File: config.mk
export PLATFORM = sky130hd
export DESIGN_NAME = uvmt_i2c_st_delay_line
export DESIGN_NICKNAME = d
export VERILOG_FILES = /design/src/rtl/uvmt_i2c_st_link_pkg.sv /design/src/rtl/uvmt_i2c_st_delay_line.sv
export SDC_FILE = /design/constraint.sdc
export NUM_CORES = 1
export LEC_CHECK = 0
export CAP_MARGIN = 20
export CORE_MARGIN = 5
export CORE_UTILIZATION = 45
export CTS_CLUSTER_SIZE = 8
export DETAILED_ROUTE_END_ITERATION = 10
export PLACE_DENSITY = 0.69
export SETUP_SLACK_MARGIN = 0.1
export SLEW_MARGIN = 20
export SYNTH_ARGS = -nofsm -noshare
export SYNTH_HDL_FRONTEND = slang
export SYNTH_SLANG_ARGS = --single-unit
File: constraint.sdc
create_clock -name clk -period 6 [get_ports clk]
set_clock_uncertainty 0.05 [all_clocks]
set_input_delay 0.6 -clock clk [delete_from_list [all_inputs] [get_ports clk]]
set_output_delay 0.6 -clock clk [all_outputs]
set_load 0.02 [all_outputs]
File: src/rtl/uvmt_i2c_st_link_pkg.sv
// Shared types and constants for the self-test I2C link model.
package uvmt_i2c_st_link_pkg;

  typedef enum logic [1:0] {
    IDLE = 2'd0,
    FILL = 2'd1,
    RUN  = 2'd2
  } link_state_e;

  // Level driven on every pair while the link is not running.
  localparam logic IDLE_P = 1'b1;
  localparam logic IDLE_N = 1'b0;

  localparam int DEFAULT_CNT_W = 16;

endpackage

File: src/rtl/uvmt_i2c_st_delay_line.sv
// One direction of the link: ring buffer delay, registered outputs with
// optional per-lane inversion, and a saturating pair-violation counter.
module uvmt_i2c_st_delay_line
  import uvmt_i2c_st_link_pkg::*;
#(
  parameter int NUM_LANES = 1,
  parameter int MAX_DELAY = 8,
  parameter int CNT_W     = DEFAULT_CNT_W,
  parameter int DELAY_W   = $clog2(MAX_DELAY + 1)
) (
  input  logic                 clk,
  input  logic                 reset,
  input  logic                 wr_en_i,
  input  logic                 out_en_i,
  input  logic                 cnt_clr_i,
  input  logic                 cnt_en_i,
  input  logic [DELAY_W-1:0]   delay_i,
  input  logic [NUM_LANES-1:0] inj_mask_i,
  input  logic [NUM_LANES-1:0] p_i,
  input  logic [NUM_LANES-1:0] n_i,
  output logic [NUM_LANES-1:0] p_o,
  output logic [NUM_LANES-1:0] n_o,
  output logic [CNT_W-1:0]     viol_cnt_o
);

  localparam int PTR_W = (MAX_DELAY > 1) ? $clog2(MAX_DELAY) : 1;

  logic [2*NUM_LANES-1:0] ring_mem [MAX_DELAY];
  logic [PTR_W-1:0]       wr_ptr_q, wr_ptr_d;
  logic [PTR_W-1:0]       rd_idx;
  logic [DELAY_W:0]       rd_sum;
  logic [2*NUM_LANES-1:0] rd_word;
  logic [NUM_LANES-1:0]   p_q, n_q;
  logic [CNT_W-1:0]       cnt_q;
  logic                   any_viol;

  // Read index is the entry written d cycles ago; delay_i is always 1..MAX_DELAY.
  always_comb begin
    rd_sum = (DELAY_W+1)'(wr_ptr_q) + (DELAY_W+1)'(MAX_DELAY) - {1'b0, delay_i};
    if (rd_sum >= (DELAY_W+1)'(MAX_DELAY)) begin
      rd_sum = rd_sum - (DELAY_W+1)'(MAX_DELAY);
    end
    rd_idx   = PTR_W'(rd_sum);
    wr_ptr_d = (wr_ptr_q == PTR_W'(MAX_DELAY - 1)) ? '0 : wr_ptr_q + 1'b1;
  end

  assign rd_word  = ring_mem[rd_idx];
  assign any_viol = |(~(p_i ^ n_i));

  // Ring storage: plain array, no reset, so it can map onto RAM.
  always_ff @(posedge clk) begin
    if (wr_en_i) begin
      ring_mem[wr_ptr_q] <= {p_i, n_i};
    end
  end

  // Write pointer advances on every buffered cycle.
  always_ff @(posedge clk or posedge reset) begin
    if (reset) begin
      wr_ptr_q <= '0;
    end else if (wr_en_i) begin
      wr_ptr_q <= wr_ptr_d;
    end
  end

  // Registered outputs: delayed pair (optionally inverted) or idle level.
  always_ff @(posedge clk or posedge reset) begin
    if (reset) begin
      p_q <= {NUM_LANES{IDLE_P}};
      n_q <= {NUM_LANES{IDLE_N}};
    end else if (out_en_i) begin
      p_q <= rd_word[2*NUM_LANES-1:NUM_LANES] ^ inj_mask_i;
      n_q <= rd_word[NUM_LANES-1:0] ^ inj_mask_i;
    end else begin
      p_q <= {NUM_LANES{IDLE_P}};
      n_q <= {NUM_LANES{IDLE_N}};
    end
  end

  // Saturating violation counter, +1 per cycle regardless of lane count.
  always_ff @(posedge clk or posedge reset) begin
    if (reset) begin
      cnt_q <= '0;
    end else if (cnt_clr_i) begin
      cnt_q <= '0;
    end else if (cnt_en_i && any_viol && (cnt_q != {CNT_W{1'b1}})) begin
      cnt_q <= cnt_q + 1'b1;
    end
  end

  assign p_o        = p_q;
  assign n_o        = n_q;
  assign viol_cnt_o = cnt_q;

endmodule

### After elaboration in Yosys (flattened, before gate mapping)

Memories as Yosys holds them, arrays and structs flattened.
Index checks and enable logic that the tools add are counted.
W data, S select, Z words.

* bits in writable memories: 16
* logic and storage cells: 28
* memories: 1
* register bits: 21
* output and inout port bits: 18
* bits of input ports: 13

* bitwise gates (word level): 4
* order comparisons: 1
* add/subtract/negate cells: 5
* multiplexer cells: 8
* reductions and logical operators: 3
* eq/ne operators: 2

Memory list
* ring_mem: depth 8, bits a word 2, rd ports 1, clocked after memory_dff 0, write ports 1, RTL line uvmt_i2c_st_delay_line.sv:28 `logic [2*NUM_LANES-1:0] ring_mem [MAX_DELAY];`

Operator list (number)
* $mux W16: 2
* $add A16 B1 Y16 const B: 1
* $ne A16 B16 Y1 const B: 1
* $mux W3: 2
* $add A3 B4 Y5 const B: 1
* $ge A5 B4 Y1 const B: 1
* $sub A5 B4 Y5: 1
* $mux W1: 4
* $add A3 B1 Y3 const B: 1
* $eq A3 B3 Y1 const B: 1
* $sub A3 B1 Y3 const B: 1
* $xor A1 B1 Y1: 3
* $logic_and A1 B1 Y1: 2
* $reduce_bool A2 Y1: 1
* $not A1 Y1: 1

### Logic depth before layout (Yosys ltp)

Gate-level depths: netlist (run 1).
An unclocked memory read counts as a cell.

* word-level depth: 7
* gate-level depth with buffers: 8
* depth with buffers taken out: 8

### Worst setup path before layout (run 1)

No wires, ideal clock.

* path kind: input port to flip-flop
* start: input port delay_i[0]
* end: register p_q (netlist: p_o)
* stages on the path: 6
* path buffers: 0
* data required time: 5868 ps
* arrival: 2372 ps
* library setup time: 82 ps
* slack: 3496 ps
* path through: ha_1 > inv_1 > fa_1 > mux4_2 > mux2i_1 > mux2_2

* longest elaborated chain between the ends: 6
* elaborated cells on any way between the ends: 7
* those cells by class: 2 x add/sub; 1 x order compare; 2 x mux; 1 x bitwise; 1 x memory

Ends and longest elaborated chain
* from (decl): RTL line uvmt_i2c_st_delay_line.sv:17 `input logic [DELAY_W-1:0] delay_i,`
* $sub A5 B4 Y5 (*): RTL line uvmt_i2c_st_delay_line.sv:39 `rd_sum = (DELAY_W+1)'(wr_ptr_q) + (DELAY_W+1)'(MAX_DELAY) - {1'b0, delay_i};`
* $ge A5 B4 Y1 / $sub A3 B1 Y3 (equally long branches): RTL line uvmt_i2c_st_delay_line.sv:40, uvmt_i2c_st_delay_line.sv:41
* $mux W3 (*): RTL line uvmt_i2c_st_delay_line.sv:40 `if (rd_sum >= (DELAY_W+1)'(MAX_DELAY)) begin`
* $mem_v2 Z8 W2 (*)
* $xor A1 B1 Y1 (*): RTL line uvmt_i2c_st_delay_line.sv:72 `p_q <= rd_word[2*NUM_LANES-1:NUM_LANES] ^ inj_mask_i;`
* $mux W1 (*): RTL line uvmt_i2c_st_delay_line.sv:71 `end else if (out_en_i) begin`
* to (signal assigned): RTL line uvmt_i2c_st_delay_line.sv:69 `p_q <= {NUM_LANES{IDLE_P}};`
* to (signal assigned): RTL line uvmt_i2c_st_delay_line.sv:72
* to (signal assigned): RTL line uvmt_i2c_st_delay_line.sv:75 `p_q <= {NUM_LANES{IDLE_P}};`
* to (decl): RTL line uvmt_i2c_st_delay_line.sv:33 `logic [NUM_LANES-1:0] p_q, n_q;`

Every way passes the cells marked *; elsewhere a longest branch is shown, timed or not.
A chain may end at the register's enable or synchronous reset.

### Final worst setup path (run 1)

Same ends and word-level chain as after synthesis.

==> summary.md, run 1 <==
| Metric | Value |
|---|---|
| Status | finished, final reports clean |
| DRC | 0 |
| First-pass GRT wire length | 6730 um |
| WP data arrival | 2.99 ns |
| Pre-antenna DRT Iters | 4 |
| I/O Buffers | 29 |
| Instance count of the mapped netlist | 160 |
| DPL Wire Length | 2870 um |
| Worst setup path category | in2reg |
| #FFs+latches synth | 37 |
| Fill count | 335 |
| Crit Path Max Fanout | 4 |
| Overall routing resource usage | 15.8% |
| Slew @ Worst Pin | 0.886 ns |
| CTS resizes | 0 |
| Setup TNS | 0 ns |
| ANT nets after route | 0 |
| Fin util | 57.4% |
| Buffer depth of the longest clock path | 2 |
| Hold Crit Depth | 2 |
| Fmax | 355 MHz |
| Slew Limit Fails | 0 |
| Antenna violations before repair | 0 |
| Startpoint Class | input pin |
| Setup Viol. Count Final | 0 |
| Synth unique cells | 41 |
| Drt total wl | 3940 um |
| H-tree lvl count | 2 |
| CTS root buffer | clkbuf_8 |
| Routed via count | 1,381 |
| Tmin final | 2.82 ns |
| Die Height | 75.3 um |
| GRT overflow | 0 |
| Data required, critical path | 6.17 ns |
| Worst-skew pair later-pin latency | 0.29 ns |
| Row count | 23 |
| R2R Setup Slk | 3.45 ns |
| Die X | 75.3 um |
| CTS tree | yes |
| Post-CTS Hold Buffers | 0 |
| Num CTS Buffers | 5 |
| Fin nets | 210 |
| Max cap viols | 0 |
| Slew margin rel. | 40.5% |
| Hold Path Sink | wr_ptr_q[0] |
| RR Endpoint | p_o |
| Pleak | 0.000924 uW |
| Synth Flop Type | dfrtp_1 |
| Number of synthesized flops with an enable pin | 16 |
| Initial Util | 47.3% |
| Share of flip-flops with an asynchronous set or reset | 56.8% |
| Routed vias/inst | 5.68 |
| Unrepaired setup endpoints after global routing | false |
| Crit share post-route | 47.0% |
| Most common cell after layout, fill and taps aside | clkdlybuf4s50_1 |
| Most frequent cells in the layout | clkdlybuf4s50_1, dfrtp_1, edfxtp_1 |
| Hold Startpoint | wr_ptr_q[0] |
| Core area | 4060 sq um |
| Boundary pin count | 31 |
| Syn-to-layout area delta | 21.4% |
| Fraction of layout cells with a size suffix above 1 | 11.4% |
| Max VDD drop | 0.000108 V |
| Largest net degree at the start of global routing | 24 |
| Mapped cell area | 1920 sq um |
| Clock transition at the registers of the reported paths | 0.07 ns |
| Pwr/cell area | 287 nW/um^2 |
| Antenna diodes | 0 |
| Post-CTS Setup Inserts | 0 |
| Vias in the first global route | 1,434 |
| Endpoints failing hold | 0 |
| Endpoint class of the critical path | flop |
| Die area | 5670 sq um |
| Avg Cell Area, Syn | 12.0 sq um |
| FF-to-FF Start | wr_ptr_q[0] |
| Initial drt markers | 88 |
| Post-synthesis sequential area ratio | 52.4% |
| Worst r2r path cells | 7 |
| Hold Crit Class | reg2reg |
| Post-DR wirelength/cell | 16.2 um |
| RePlAce Congestion | 0.824 |
| # clock sinks | 37 |
| Mapped Nets | 178 |
| Yosys warns | 0 |
## layout make-up
class | instances | area (sq um) | share of cell area [%]
clock buffers | 6 | 72.6 | 3.11
well taps | 50 | 62.6 | 2.68
flip-flops and latches | 37 | 1010 | 43.2
multi-input cells | 114 | 870 | 37.3
inverters | 5 | 18.8 | 0.805
clock inverters | 2 | 10.0 | 0.429
repair buffers | 29 | 290 | 12.5
## sequential cells by signal (all words and copies together), names as in the netlist
name	count
n_o	1
p_o	1
ring_mem	16
viol_cnt_o	16
wr_ptr_q	3
## cells by family after synthesis
logic type | after synthesis | synth area share, %
flip-flops | 37 | 52.4
AND/OR/NAND/NOR | 70 | 22.4
buffers and inverters | 9 | 2.28
XOR/XNOR | 3 | 1.76
adder cells (fa/ha/maj) | 5 | 3.65
multiplexers | 16 | 11.5
AO/OA/AOI/OAI | 20 | 5.93
## Yosys cell counts (2+ instances only)
master | n | share of area [%]
nand2b_1 | 3 | 0.98
xnor2_1 | 2 | 0.91
nand3_1 | 5 | 1.3
dfrtp_1 | 20 | 26
and3_1 | 2 | 0.65
ha_1 | 4 | 2.6
mux2_1 | 7 | 4.1
nor3_1 | 4 | 1.0
nor4_1 | 2 | 0.65
nand2_1 | 12 | 2.3
mux2i_1 | 3 | 1.6
mux2_2 | 2 | 1.2
edfxtp_1 | 16 | 25
nor2b_1 | 6 | 2.0
nand4_1 | 4 | 1.3
inv_1 | 5 | 0.98
nand4_4 | 2 | 2.2
o31ai_1 | 5 | 2.0
mux4_2 | 4 | 4.7
o21ai_0 | 5 | 1.3
or4_1 | 5 | 2.0
nor2_1 | 14 | 2.7
a21oi_1 | 9 | 2.3
or3_1 | 2 | 0.65
## worst max-delay path, cell delays in order
cell and delay, ns:
clkdlybuf4s50_1 0.47, ha_1 0.15, inv_1 0.05, fa_1 0.64, mux4_2 0.55, mux2i_1 0.18, mux2_2 0.35
## stage by stage
stage	hold WS (ns)	instances	total power, uW	setup slack [ns]	instance area, sq um
after floorplan	0.454	160	456	3.50	1920
after global placement	0.475	235	501	2.89	2250
after detailed placement	0.498	235	511	2.84	2250
after CTS	0.514	243	678	3.15	2330
after global routing	0.561	243	711	3.04	2330
final	0.513	243	668	3.18	2330
## worst max path at each step
stage | startpoint | end | slack, ns | depth (start not counted)
2_1_floorplan | delay_i[0] | p_o | 3.50 | 6
3_3_place_gp | delay_i[0] | p_o | 2.89 | 7
3_5_place_dp | delay_i[0] | p_o | 2.84 | 7
4_1_cts | delay_i[0] | p_o | 3.15 | 7
5_1_grt | delay_i[0] | p_o | 3.04 | 7
6_report | delay_i[0] | p_o | 3.18 | 7
## layer usage
metal  part of all wire, %  wire (um)  GRT usage (%)  up-vias
met1                    42       1670           18.4      690
met5                     0          0              0        -
met3                   4.2        165           3.56        5
met2                    52       2050           27.9       26
li1                      -          -              -      660
met4                   1.4         55           6.99        0
## report_power, final
group	switching (uW)	leakage, uW	internal (uW)
clock	85.8	0.0000450	80.4
combinational	86.5	0.000451	95.4
sequential	24.0	0.000428	296
(Power assumes the default switching activity.)
==> run 2, diff against run 1 <==
==> constraint.sdc (replaced) <==
create_clock -name clk -period 2.8 [get_ports clk]
set_clock_uncertainty 0.05 [all_clocks]
set_input_delay 0.28 -clock clk [delete_from_list [all_inputs] [get_ports clk]]
set_output_delay 0.28 -clock clk [all_outputs]
set_load 0.02 [all_outputs]
==> summary.md, run 2 (synthesis gave the netlist of run 1 again) <==
| Metric | Value |
|---|---|
| Clock transition at the registers of the reported paths | 0.08 ns (was 0.07 ns) |
| Crit Path Max Fanout | 4 (unchanged) |
| WHS | 0.396 ns (was 0.513 ns) |
| Startpoint Class | flop (was input pin) |
| Worst setup path category | reg2reg (was in2reg) |
| Initial Util | 47.3% (unchanged) |
| Post-CTS Hold Buffers | 0 (unchanged) |
| Syn-to-layout area delta | 25.7% (was 21.4%) |
| Die X | 75.3 um (unchanged) |
| Endpoint class of the critical path | flop (unchanged) |
| Pre-antenna DRT Iters | 4 (unchanged) |
| Fmax | 398 MHz |
| Most common cell after layout, fill and taps aside | clkdlybuf4s50_1 (unchanged) |
| DRC | 0 (unchanged) |
| CTS root buffer | clkbuf_8 (unchanged) |
| Routed vias/inst | 5.76 (was 5.68) |
| Slew @ Worst Pin | 0.820 ns (was 0.886 ns) |
| Data required, critical path | 2.96 ns (was 6.17 ns) |
| Row count | 23 (unchanged) |
| Boundary pin count | 31 (unchanged) |
| First-pass GRT wire length | 7170 um (was 6730 um) |
| Pwr Total | 1630 uW (was 668 uW) |
| Num CTS Buffers | 5 (unchanged) |
| Unrepaired setup endpoints after global routing | false (unchanged) |
| Largest net degree at the start of global routing | 22 (was 24) |
| CTS tree | yes (unchanged) |
| Tmin final | 2.51 ns |
| Drt total wl | 4240 um (was 3940 um) |
| ANT nets after route | 0 (unchanged) |
| Fraction of layout cells with a size suffix above 1 | 14.2% (was 11.4%) |
| CP max stage cell | fa_2 (was fa_1) |
| CP cell instances | inv_1 > ha_1 > inv_1 > fa_2 > mux4_2 > mux2i_1 > mux2_2 (was clkdlybuf4s50_1 > ha_1 > inv_1 > fa_1 > mux4_2 > mux2i_1 > mux2_2) |
| Post-CTS Setup Inserts | 0 (unchanged) |
| Critical path's largest stage delay | 0.61 ns (was 0.64 ns) |
| Routed via count | 1,423 (was 1,381) |
| Die Height | 75.3 um (unchanged) |
| Pleak | 0.000966 uW (was 0.000924 uW) |
| Crit share post-route | 89.7% |
| Post-DR wirelength/cell | 17.1 um (was 16.2 um) |
| RePlAce Congestion | 0.821 (was 0.824) |
| # clock sinks | 37 (unchanged) |
| Initial drt markers | 86 (was 88) |
| H-tree lvl count | 2 (unchanged) |
| Most frequent cells in the layout | clkdlybuf4s50_1, dfrtp_1, edfxtp_1 (unchanged) |
| Core area | 4060 sq um (unchanged) |
| I/O Buffers | 29 (unchanged) |
| Die area | 5670 sq um (unchanged) |
| Slew Limit Fails | 0 (unchanged) |
| Setup Viol. Count Final | 0 (unchanged) |
| Slew margin rel. | 45.2% (was 40.5%) |
| Max VDD drop | 0.000317 V (was 0.000108 V) |
| Antenna violations before repair | 0 (unchanged) |
| WP data arrival | 2.67 ns (was 2.99 ns) |
| CP most frequent cell | inv_1 |
| Vias in the first global route | 1,525 (was 1,434) |
| Hold Crit Class | in2async (was reg2reg) |
| Pwr/cell area | 675 nW/um^2 (was 287 nW/um^2) |
| GRT overflow | 0 (unchanged) |
| Overall routing resource usage | 17.1% (was 15.8%) |
| Endpoints failing hold | 0 (unchanged) |
| Max cap viols | 0 (unchanged) |
| Fin nets | 214 (was 210) |
| Worst-skew pair later-pin latency | 0.29 ns (about the same) |
| DPL Wire Length | 3190 um (was 2870 um) |
| Buffer depth of the longest clock path | 2 (unchanged) |
| Status | finished, final reports clean (unchanged) |
| Antenna diodes | 0 (unchanged) |
==> run 2: changes by cell type in the layout (fill, tap and decap cells not counted), sizes merged <==
cell,change
bufinv,+2
clkinv,-1
clkbuf,-1
buf,+4
==> run 2: per-stage QoR <==
step | setup slack, ns | setup TNS (ns) | area [sq um] | utilization, % | std cells
after floorplan | 0.434 | 0 | 1920 | - | 160
after global placement | 0.0347 | 0 | 2280 | 56.2 | 239
after detailed placement | -0.0205 | -0.0205 | 2280 | 56.2 | 239
after CTS | 0.196 | 0 | 2410 | 59.5 | 247
after global routing | 0.138 | 0 | 2410 | 59.5 | 247
final | 0.287 | 0 | 2410 | 59.5 | 247
==> run 2: repair_timing <==
item	CTS	global route
hold endpoints to repair	0	0
setup endpoints to repair	0	1
resized for setup	0	1
==> run 2: path summary, 6_finish.rpt <==
kind,cells after the start,end,slack (ns),from
max,7,p_o,0.29,wr_ptr_q[0]
min,2,wr_ptr_q[1],0.40,reset
min in group clk,2,wr_ptr_q[0],0.55,wr_ptr_q[0]
min reg2reg,2,wr_ptr_q[0],0.55,wr_ptr_q[0]
max reg2reg,7,p_o,0.29,wr_ptr_q[0]
max in group asynchronous,2,n_o,1.78,reset
==> run 2: per-layer routing <==
metal / global-route usage [%] / vias up / wire (um)
met4: 6.41 / 0 / 100
met5: 0 / - / 0
li1: - / 668 / -
met1: 18.7 / 709 / 1670
met3: 4.49 / 10 / 159
met2: 31.5 / 36 / 2310
==> run 2: cell type report <==
type / count / area, sq um
sequential: 37 / 1010
multi-input combinational: 114 / 872
timing repair buffer: 33 / 320
fill: 327 / 1640
tap: 50 / 62.6
clock buffer: 5 / 68.8
clock inverter: 3 / 65.1
inverter: 5 / 18.8
==> run 2: critical path: cells and delay by family (launching register included) <==
family | cells | cell delay (ns)
muxes | 3 | 1.07
DFF | 1 | 0.43
buffers and inverters | 2 | 0.14
adders and majority gates | 2 | 0.75
==> run 2: where the power goes <==
part	leakage (uW)	internal (uW)	switching [uW]
Clock	0.0000681	354	185
Sequential	0.000428	634	52.6
Combinational	0.000470	212	192
Total	0.000966	1200	430
==> run 3, diff against run 2 <==
--- a/config.mk
+++ b/config.mk
@@ -10,6 +10,7 @@
 export CORE_UTILIZATION = 45
 export CTS_CLUSTER_SIZE = 8
 export DETAILED_ROUTE_END_ITERATION = 10
+export GPL_TIMING_DRIVEN = 0
 export PLACE_DENSITY = 0.69
 export SETUP_SLACK_MARGIN = 0.1
 export SLEW_MARGIN = 20
==> summary.md, run 3 (synthesis gave the netlist of run 1 again) <==
| Metric | Value |
|---|---|
| Boundary pin count | 31 (unchanged) |
| Slew Limit Fails | 0 (unchanged) |
| Unrepaired setup endpoints after global routing | false (unchanged) |
| Worst setup path category | reg2reg (unchanged) |
| Most frequent cells in the layout | clkdlybuf4s50_1, dfrtp_1, edfxtp_1 (unchanged) |
| Die X | 75.3 um (unchanged) |
| Status | finished, final reports clean (unchanged) |
| Slew @ Worst Pin | 0.839 ns (was 0.820 ns) |
| Design area | 2360 sq um (was 2410 sq um) |
| Slew margin rel. | 44.0% (was 45.2%) |
| Endpoints failing hold | 0 (unchanged) |
| Data required, critical path | 2.96 ns (about the same) |
| CP max stage cell | fa_1 (was fa_2) |
| Fill count | 342 (was 327) |
| Core area | 4060 sq um (unchanged) |
| Max VDD drop | 0.000238 V (was 0.000317 V) |
| Vias in the first global route | 1,469 (was 1,525) |
| Int Pwr | 1010 uW (was 1200 uW) |
| Worst-skew pair later-pin latency | 0.28 ns (was 0.29 ns) |
| CP most frequent cell | inv_1 (unchanged) |
| Tmin final | 2.54 ns (was 2.51 ns) |
| Hold Crit Class | in2async (unchanged) |
| Pleak | 0.000942 uW (was 0.000966 uW) |
| Most common cell after layout, fill and taps aside | clkdlybuf4s50_1 (unchanged) |
| Flop pwr share | 47.9% (was 42.1%) |
| Antenna violations before repair | 0 (unchanged) |
| Overall routing resource usage | 16.8% (was 17.1%) |
| Critical path's largest stage delay | 0.66 ns (was 0.61 ns) |
| Post-DP Area | 2270 sq um (was 2280 sq um) |
| DRC | 0 (unchanged) |
| Endpoint class of the critical path | flop (unchanged) |
| I/O Buffers | 29 (unchanged) |
| Routed vias/inst | 5.56 (was 5.76) |
| Die Height | 75.3 um (unchanged) |
| Clock transition at the registers of the reported paths | 0.07 ns (was 0.08 ns) |
| P_sw | 418 uW (was 430 uW) |
| Crit Path Max Fanout | 4 (unchanged) |
| H-tree lvl count | 2 (unchanged) |
| Pre-antenna DRT Iters | 4 (unchanged) |
| Logic gate share of total power | 27.5% (was 24.8%) |
| Max cap viols | 0 (unchanged) |
| Pwr/cell area | 607 nW/um^2 (was 675 nW/um^2) |
| Drt total wl | 4110 um (was 4240 um) |
| First-pass GRT wire length | 7040 um (was 7170 um) |
| Syn-to-layout area delta | 22.7% (was 25.7%) |
| Fmax | 394 MHz (was 398 MHz) |
| Worst path top cell family by delay | multiplexers (unchanged) |
| GRT overflow | 0 (unchanged) |
| CP cell instances | inv_1 > ha_1 > inv_1 > fa_1 > mux4_2 > mux2i_1 > mux2_2 (was inv_1 > ha_1 > inv_1 > fa_2 > mux4_2 > mux2i_1 > mux2_2) |
| Post-CTS Setup Inserts | 0 (unchanged) |
| DPL Wire Length | 3010 um (was 3190 um) |
| CTS tree | yes (unchanged) |
| CTS resizes | 0 (unchanged) |
| Routed via count | 1,374 (was 1,423) |
| Initial drt markers | 67 (was 86) |
| Die area | 5670 sq um (unchanged) |
| Num CTS Buffers | 5 (unchanged) |
| Fin util | 58.1% (was 59.5%) |
| WP data arrival | 2.70 ns (was 2.67 ns) |
| Post-CTS Hold Buffers | 0 (unchanged) |
| RePlAce Congestion | 0.847 (was 0.821) |
| CTS root buffer | clkbuf_8 (unchanged) |
| Largest net degree at the start of global routing | 22 (unchanged) |
| Fin nets | 214 (unchanged) |
| Startpoint Class | flop (unchanged) |
| Crit share post-route | 90.8% (was 89.7%) |
| Buffer depth of the longest clock path | 2 (unchanged) |
| Sw Share | 29.2% (was 26.4%) |
| Row count | 23 (unchanged) |
| ANT nets after route | 0 (unchanged) |
| Setup Viol. Count Final | 0 (unchanged) |
| Worst Path Buf+Inv | 2 (unchanged) |
| R2R Setup Slk | 0.26 ns (was 0.29 ns) |
| Fraction of layout cells with a size suffix above 1 | 12.2% (was 14.2%) |
| Post-DR wirelength/cell | 16.6 um (was 17.1 um) |
| Clk pwr share | 24.6% (was 33.1%) |
| Initial Util | 47.3% (unchanged) |
| Antenna diodes | 0 (unchanged) |
| Setup TNS | 0 ns (unchanged) |
| # clock sinks | 37 (unchanged) |
[run 3: final timing paths]
| path | depth (start not counted) | endpoint | from |
|---|---|---|---|
| max | 7 | p_o | wr_ptr_q[0] |
| max in group asynchronous | 2 | n_o | reset |
| min | 2 | wr_ptr_q[2] | reset |
| max reg2reg | 7 | p_o | wr_ptr_q[0] |
| min in group clk | 2 | wr_ptr_q[0] | wr_ptr_q[0] |
| min reg2reg | 2 | wr_ptr_q[0] | wr_ptr_q[0] |
[run 3: power by group through the flow]
stage          clock (uW)  sequential [uW]  combinational, uW
2_1_floorplan           0              701                275
3_3_place_gp            0              692                385
3_5_place_dp            0              697                397
4_1_cts               368              686                400
5_1_grt               400              693                437
6_report              351              685                394
[run 3: routing by layer]
| layer | global-route usage (%) | vias to the layer above | share of wire, % | routed length, um |
|---|---|---|---|---|
| met1 | 20.3 | 668 | 42 | 1740 |
| li1 | - | 669 | - | - |
| met3 | 4.62 | 6 | 5.0 | 207 |
| met5 | 0 | - | 0 | 0 |
| met2 | 28.5 | 31 | 51 | 2110 |
| met4 | 6.60 | 0 | 1.5 | 60 |
[run 3: per-stage QoR]
stage	setup WS, ns	hold slack [ns]	instances	power (uW)
CTS	0.235	0.431	247	1450
global placement	0.00486	0.473	239	1080
detailed placement	0.000402	0.536	239	1090
global route	0.123	0.491	247	1530
floorplan	0.434	0.206	160	976
finish	0.259	0.414	247	1430
[run 3: layout make-up]
cell class / count / area [sq um] / share of cell area [%]
Tap cell: 50 / 62.6 / 2.66
Timing Repair Buffer: 29 / 290 / 12.3
Clock inverter: 2 / 10.0 / 0.425
Inverter: 5 / 18.8 / 0.797
Clock buffer: 6 / 72.6 / 3.08
Buffer: 4 / 25.0 / 1.06
Multi-Input combinational cell: 114 / 870 / 36.9
Sequential cell: 37 / 1010 / 42.8
[run 3: worst register-to-register path: stages (launching register included)]
cell and delay [ns]:
dfrtp_1 0.42, inv_1 0.09, ha_1 0.13, inv_1 0.05, fa_1 0.66, mux4_2 0.54, mux2i_1 0.18, mux2_2 0.35
